**src/rtl/hazard_ctrl.sv**
```systemverilog
// Pipeline hazard controller: load-use stalls, branch flush bubbles and memory-wait freeze.
// Optional performance counters are built when HAZARD_CTRL_PERF_EN is defined.
module hazard_ctrl #(
    parameter int unsigned FLUSH_CYCLES = 1
) (
    input  logic       clk,
    input  logic       rst,
    input  logic       id_valid,
    input  logic [4:0] id_rs1,
    input  logic [4:0] id_rs2,
    input  logic       id_uses_rs1,
    input  logic       id_uses_rs2,
    input  logic       ex_valid,
    input  logic       ex_is_load,
    input  logic [4:0] ex_rd,
    input  logic       branch_taken,
    input  logic       mem_busy,
    output logic       pc_ena,
    output logic       if_id_ena,
    output logic       id_ex_ena,
    output logic       pipe_hold,
    output logic [1:0] state
`ifdef HAZARD_CTRL_PERF_EN
    ,
    output logic [15:0] stall_count,
    output logic [15:0] flush_count
`endif
);

    typedef enum logic [1:0] {
        RUN   = 2'd0,
        WAIT  = 2'd1,
        FLUSH = 2'd2
    } state_t;

    localparam logic [1:0] FLUSH_LOAD = 2'(FLUSH_CYCLES);

    state_t     state_q;
    logic [1:0] cnt_q;
    logic       pend_q;

    logic load_use;
    logic br_apply;
    logic flushing;

    always_comb begin
        load_use = id_valid && ex_valid && ex_is_load && (ex_rd != 5'd0) &&
                   ((id_uses_rs1 && (id_rs1 == ex_rd)) ||
                    (id_uses_rs2 && (id_rs2 == ex_rd)));
        br_apply = branch_taken || pend_q;
        // A non-zero count means flush bubbles remain, whether in FLUSH or frozen in WAIT.
        flushing = (cnt_q != '0);
    end

    always_comb begin
        pc_ena    = 1'b0;
        if_id_ena = 1'b0;
        id_ex_ena = 1'b0;
        pipe_hold = 1'b0;
        if (!rst) begin
            if (mem_busy) begin
                pipe_hold = 1'b1;
                if_id_ena = 1'b1;
                id_ex_ena = 1'b1;
            end else if (br_apply || flushing) begin
                pc_ena = 1'b1;
            end else if (load_use) begin
                // PC held while IF/ID reloads the same fetch word; bubble into ID/EX.
                if_id_ena = 1'b1;
            end else begin
                pc_ena    = 1'b1;
                if_id_ena = 1'b1;
                id_ex_ena = 1'b1;
            end
        end
    end

    always_ff @(posedge clk or posedge rst) begin
        if (rst) begin
            state_q <= RUN;
            cnt_q   <= '0;
            pend_q  <= 1'b0;
        end else if (mem_busy) begin
            state_q <= WAIT;
            if (branch_taken) begin
                pend_q <= 1'b1;
            end
        end else if (br_apply) begin
            pend_q  <= 1'b0;
            cnt_q   <= FLUSH_LOAD;
            state_q <= (FLUSH_LOAD != '0) ? FLUSH : RUN;
        end else if (flushing) begin
            cnt_q   <= cnt_q - 2'd1;
            state_q <= (cnt_q == 2'd1) ? RUN : FLUSH;
        end else begin
            state_q <= RUN;
        end
    end

    assign state = state_q;

`ifdef HAZARD_CTRL_PERF_EN
    always_ff @(posedge clk or posedge rst) begin
        if (rst) begin
            stall_count <= '0;
            flush_count <= '0;
        end else begin
            if (!pc_ena && (stall_count != '1)) begin
                stall_count <= stall_count + 16'd1;
            end
            if (!mem_busy && br_apply && (flush_count != '1)) begin
                flush_count <= flush_count + 16'd1;
            end
        end
    end
`endif

endmodule

```
**config.mk**
```make
export PLATFORM = sky130hd
export DESIGN_NAME = hazard_ctrl
export DESIGN_NICKNAME = d
export VERILOG_FILES = /design/src/rtl/hazard_ctrl.sv
export SDC_FILE = /design/constraint.sdc
export NUM_CORES = 1
export LEC_CHECK = 0
export ABC_CLOCK_PERIOD_IN_PS = 3250
export BUFFER_PORTS_ARGS = -buffer_cell sky130_fd_sc_hd__buf_2
export CAP_MARGIN = 5
export CORE_AREA = 2 2 39 41
export DETAILED_ROUTE_END_ITERATION = 8
export DIE_AREA = 0 0 41 43
export RECOVER_POWER = 100
export SETUP_SLACK_MARGIN = 0.5
export SLEW_MARGIN = 20
export SYNTH_ARGS = -nofsm -noshare
export SYNTH_HDL_FRONTEND = slang
export SYNTH_SLANG_ARGS = --single-unit
```
**constraint.sdc**
```tcl
create_clock -name clk -period 3.25 [get_ports clk]
set_input_delay 0.4875 -clock clk [delete_from_list [all_inputs] [get_ports clk]]
set_output_delay 0.4875 -clock clk [all_outputs]
set_load 0.05 [all_outputs]
```
-- Word level (Yosys, flattened, before mapping)
Cells that the tools add are included.
- register bits: 5
- output and inout bits: 6
- logic and storage cells: 45
- add/sub/neg operators: 1
- equal/unequal tests: 4
- muxes and demuxes: 21
- bitwise operators: 1
- reduce and logical (&&, ||, !) cells: 15
- operator list (operator ; count):
    two-way mux 1 bit ; 15
    two-way mux 2 bit ; 6
    equality test 5 bit ; 2
    logical AND 1 bit ; 6
    nonzero test 2 bit ; 3
    nonzero test 5 bit ; 1
    AND reduction 2 bit ; 2
    logical OR 1 bit ; 3
    equality test 2 x 1 -> 1 bit (second input constant) ; 1
    inequality test 2 bit (second input constant) ; 1
    subtractor 2 x 1 -> 2 bit (second input constant) ; 1
    NOT 1 bit ; 1

-- Depth between registers and ports, before layout
- word-level depth: 8
- mapped depth: 5
- gate-level depth less buffers: 5

-- Worst setup path before layout
OpenSTA, ideal clock, no wires.
- path kind: input-to-output
- start: in ex_rd[1]
- end: out pc_ena
- data arrival time: 2388 ps
- required time: 2762 ps
- setup slack: 374 ps
- stages on the path: 4
- path buffers: 0
- cell sequence: or4_1 -> nor2_2 -> nor3_1 -> a211oi_1
- longest elaborated chain between the ends: 8
- elaborated cells between the ends (all ways): 12
- those cells by class: eq/ne (2); mux (4); reduce/logical (6)
- RTL lines (element ; RTL line ; source):
    start, declared ; 15 ; input logic [4:0] ex_rd,
    equality test 5 bit, on equally long branches ; 48, 49 ;
    logical AND 1 bit, on equally long branches ; 48, 49 ;
    logical OR 1 bit ; 48 ; ((id_uses_rs1 && (id_rs1 == ex_rd)) ||
    logical AND 1 bit (*) ; 47 ; load_use = id_valid && ex_valid && ex_is_load && (ex_rd != 5'd0) &&
    two-way mux 1 bit (*) ; 67 ; end else if (load_use) begin
    two-way mux 1 bit (*) ; 65 ; end else if (br_apply || flushing) begin
    two-way mux 1 bit (*) ; 61 ; if (mem_busy) begin
    two-way mux 1 bit (*) ; 60 ; if (!rst) begin
    end, declared ; 18 ; output logic pc_ena,
Mark *: on every way between the ends. The rest lies on a longest branch, timed or not.

-- Worst setup path in the final report
- start: in ex_rd[1]
- end: out id_ex_ena
- longest elaborated chain between the ends: 8
- elaborated cells between the ends (all ways): 12
- those cells by class: eq/ne (2); mux (4); reduce/logical (6)
- RTL lines (element ; RTL line ; source):
    equality test 5 bit, on equally long branches ; 48, 49 ;
    logical AND 1 bit, on equally long branches ; 48, 49 ;
    logical OR 1 bit ; 48 ;
    logical AND 1 bit (*) ; 47 ;
    two-way mux 1 bit (*) ; 67 ;
    two-way mux 1 bit (*) ; 65 ;
    two-way mux 1 bit (*) ; 61 ;
    two-way mux 1 bit (*) ; 60 ;
    end, declared ; 20 ; output logic id_ex_ena,
Marks and branches as above.

==> impl_metrics.json <==
{
  "dieArea_sq_um": 1760,
  "cts_resized": 0,
  "numClockSinks": 5,
  "comb_power_share_pct": 34.9,
  "hold_viol": 0,
  "dpl.cell_count": 91,
  "ys_warn_count": 0,
  "final.min_clock_period_ps": 2540,
  "timing.final.ws_setup_ps": 706,
  "ys_ff_latch": 5,
  "skew_ps": 2.55,
  "rsz0062_at_grt": "no",
  "fmax_ghz": 0.393,
  "cts.hold.buffers_added": 0,
  "core_area_sq_um": 1380,
  "drc": 0,
  "p_int_uw": 146,
  "cts_setup_buffers": 0,
  "grt_pass1_wl_mm": 1.41,
  "drive_gt1_share_pct": 35.4,
  "wl_microns": 884,
  "path_class": "input port to output pin",
  "cap_violations": 0,
  "post-route-period-util_pct": 78.3,
  "grt_usage_pct": 12.2,
  "wl_per_cell_microns": 9.31,
  "antenna_found_initial": 0,
  "slew_headroom_pct": 60.6,
  "fin_cells": 95,
  "ctsHtreeMaxLevel": 1,
  "nets": 106,
  "gp_congestion": 0.672,
  "setup_viol": 0,
  "synthToLayoutAreaGrowth_pct": 48.1,
  "io_pins": 30,
  "drt-pass1-iter-count": 1,
  "grt_pass1_vias": 390,
  "p_sw_uw": 75.1,
  "clk_latency_ps": 240,
  "power_leakage_uw": 0.000261,
  "max-vdd-ir-drop_v": 0.000124,
  "crit_arrival_ps": 2060,
  "post-route-util_pct": 41.5,
  "cp.required_ps": 2760,
  "synth_area_sq_um": 388,
  "fin_hold_ws_ps": 216,
  "rows": 14,
  "numPortBuffers": 29,
  "synth_cells": 46,
  "cts.path.max_buffers": 2,
  "drt-initial-drc-count": 0,
  "yosysSeqAreaShare_pct": 32.3,
  "startpoint_type": "input port",
  "swShare_pct": 34.0,
  "dieHeight_microns": 43,
  "tightest_slew_ps": 594,
  "pre_cts_slack_ps": 896,
  "via_per_inst": 4.56,
  "grt_max_degree": 7,
  "finalSetupTns_ps": 0,
  "dpl.hpwl_microns": 763,
  "ys_types": 17,
  "hp-class": "input port to async pin",
  "clk_pin_slew_ps": 40,
  "end_kind": "output pin",
  "num_antenna_cells": 0,
  "num_vias": 433,
  "grt_overflow": 0,
  "cts_buffers": 3,
  "ant_nets": 0,
  "cts_tree": "done",
  "pwr-share-clk_pct": 32.7,
  "syn-num-nets": 72,
  "drv_slew": 0,
  "sequentialPowerShare_pct": 32.4,
  "path_max_fanout": 3,
  "die_w_microns": 41,
  "initial_core_util_pct": 28.0,
  "power_density_nw_per_um2": 385,
  "status": "complete, no violations",
  "root_buffer": "clkbuf_4",
  "syn_area_per_cell_sq_um": 8.43
}
layout by cell type (no fill, tap or decap):
cell type and instances:
nand3_1 1, nand4_1 2, nor2_2 1, nand2_1 4, clkbuf_1 9, inv_1 4
nor2_1 7, a311oi_2 1, or4_1 1, a21oi_1 2, nor3_1 1, a211oi_2 1
clkbuf_4 3, dfrtp_1 5, a31oi_1 1, or2_2 1, xnor2_1 10, ha_1 2
o22ai_1 2, buf_2 21
per-layer routing:
metal | GRT usage, % | routed length (microns) | part of all wire (%)
met3 | 5.24 | 112 | 13
met1 | 11.6 | 317 | 36
met4 | 8.00 | 20 | 2.3
met2 | 20.0 | 433 | 49
met5 | 0 | 0 | 0
synth_stat cells:
cell type  count  area, sq um
inv_1          4         15.0
nor2_2         1         6.26
or2_2          1         6.26
a211oi_1       1         7.51
nand3_1        1         5.00
nand4_1        2         12.5
a31oi_1        1         6.26
nand2_1        4         15.0
a311oi_2       1         15.0
nor3_1         1         5.00
nor2_1         7         26.3
or4_1          1         7.51
a21oi_1        2         10.0
xnor2_1       10         87.6
ha_1           2         25.0
dfrtp_1        5          125
o22ai_1        2         12.5
layout make-up:
class                           count  area [sq um]
Sequential cell                     5           125
Tap cell                           16          20.0
Multi-Input combinational cell     37           253
Fill cell                         150           810
Clock buffer                        4          26.3
Inverter                            4          15.0
Timing Repair Buffer               29           135
sequential cells by signal, summed over array words and instances (netlist names):
name,count
state,2
pend_q,1
cnt_q,2
final timing paths:
check | slack [ps] | cells after the start | endpoint | startpoint
worst max-delay path | 710 | 6 | id_ex_ena | ex_rd[1]
worst min-delay path | 220 | 2 | state[0] | rst
worst max register to register | 1970 | 5 | cnt_q[0] | cnt_q[0]
worst min register to register | 530 | 1 | cnt_q[0] | cnt_q[0]
max in group asynchronous | 2860 | 2 | cnt_q[0] | rst
min in group clk | 470 | 1 | state[0] | mem_busy
power by group through the flow:
stage / Sequential [uW] / Clock [uW] / Combinational, uW
after floorplan: 78.8 / 0 / 45.2
after global placement: 72.3 / 0 / 79.2
after detailed placement: 72.4 / 0 / 79.7
after CTS: 71.7 / 74.4 / 80.1
after global routing: 72.5 / 82.8 / 86.4
final: 71.6 / 72.2 / 77.1
worst max-delay path, stage by stage:
cell and delay, ps:
buf_2 120, or4_1 530, nor2_2 110, nor2_1 70, a311oi_2 250, clkbuf_1 490
through the flow:
| stage | power [uW] | cell area, sq um |
|---|---|---|
| detailed placement | 152 | 558 |
| CTS | 226 | 584 |
| global placement | 152 | 558 |
| floorplan | 124 | 393 |
| global route | 242 | 574 |
| finish | 221 | 574 |
cells by family (layout without fill, tap and decap cells):
family                   after synthesis  count (layout)  share of synthesized area [%]
adder cells (fa/ha/maj)                2               2                           6.45
XOR/XNOR                              10              10                           22.6
buffers and inverters                  4              37                           3.87
AO/OA/AOI/OAI                          7               7                           13.2
AND/OR/NAND/NOR                       18              18                           21.6
flip-flops                             5               5                           32.3
Note: power is estimated with default switching activity, not from simulation.
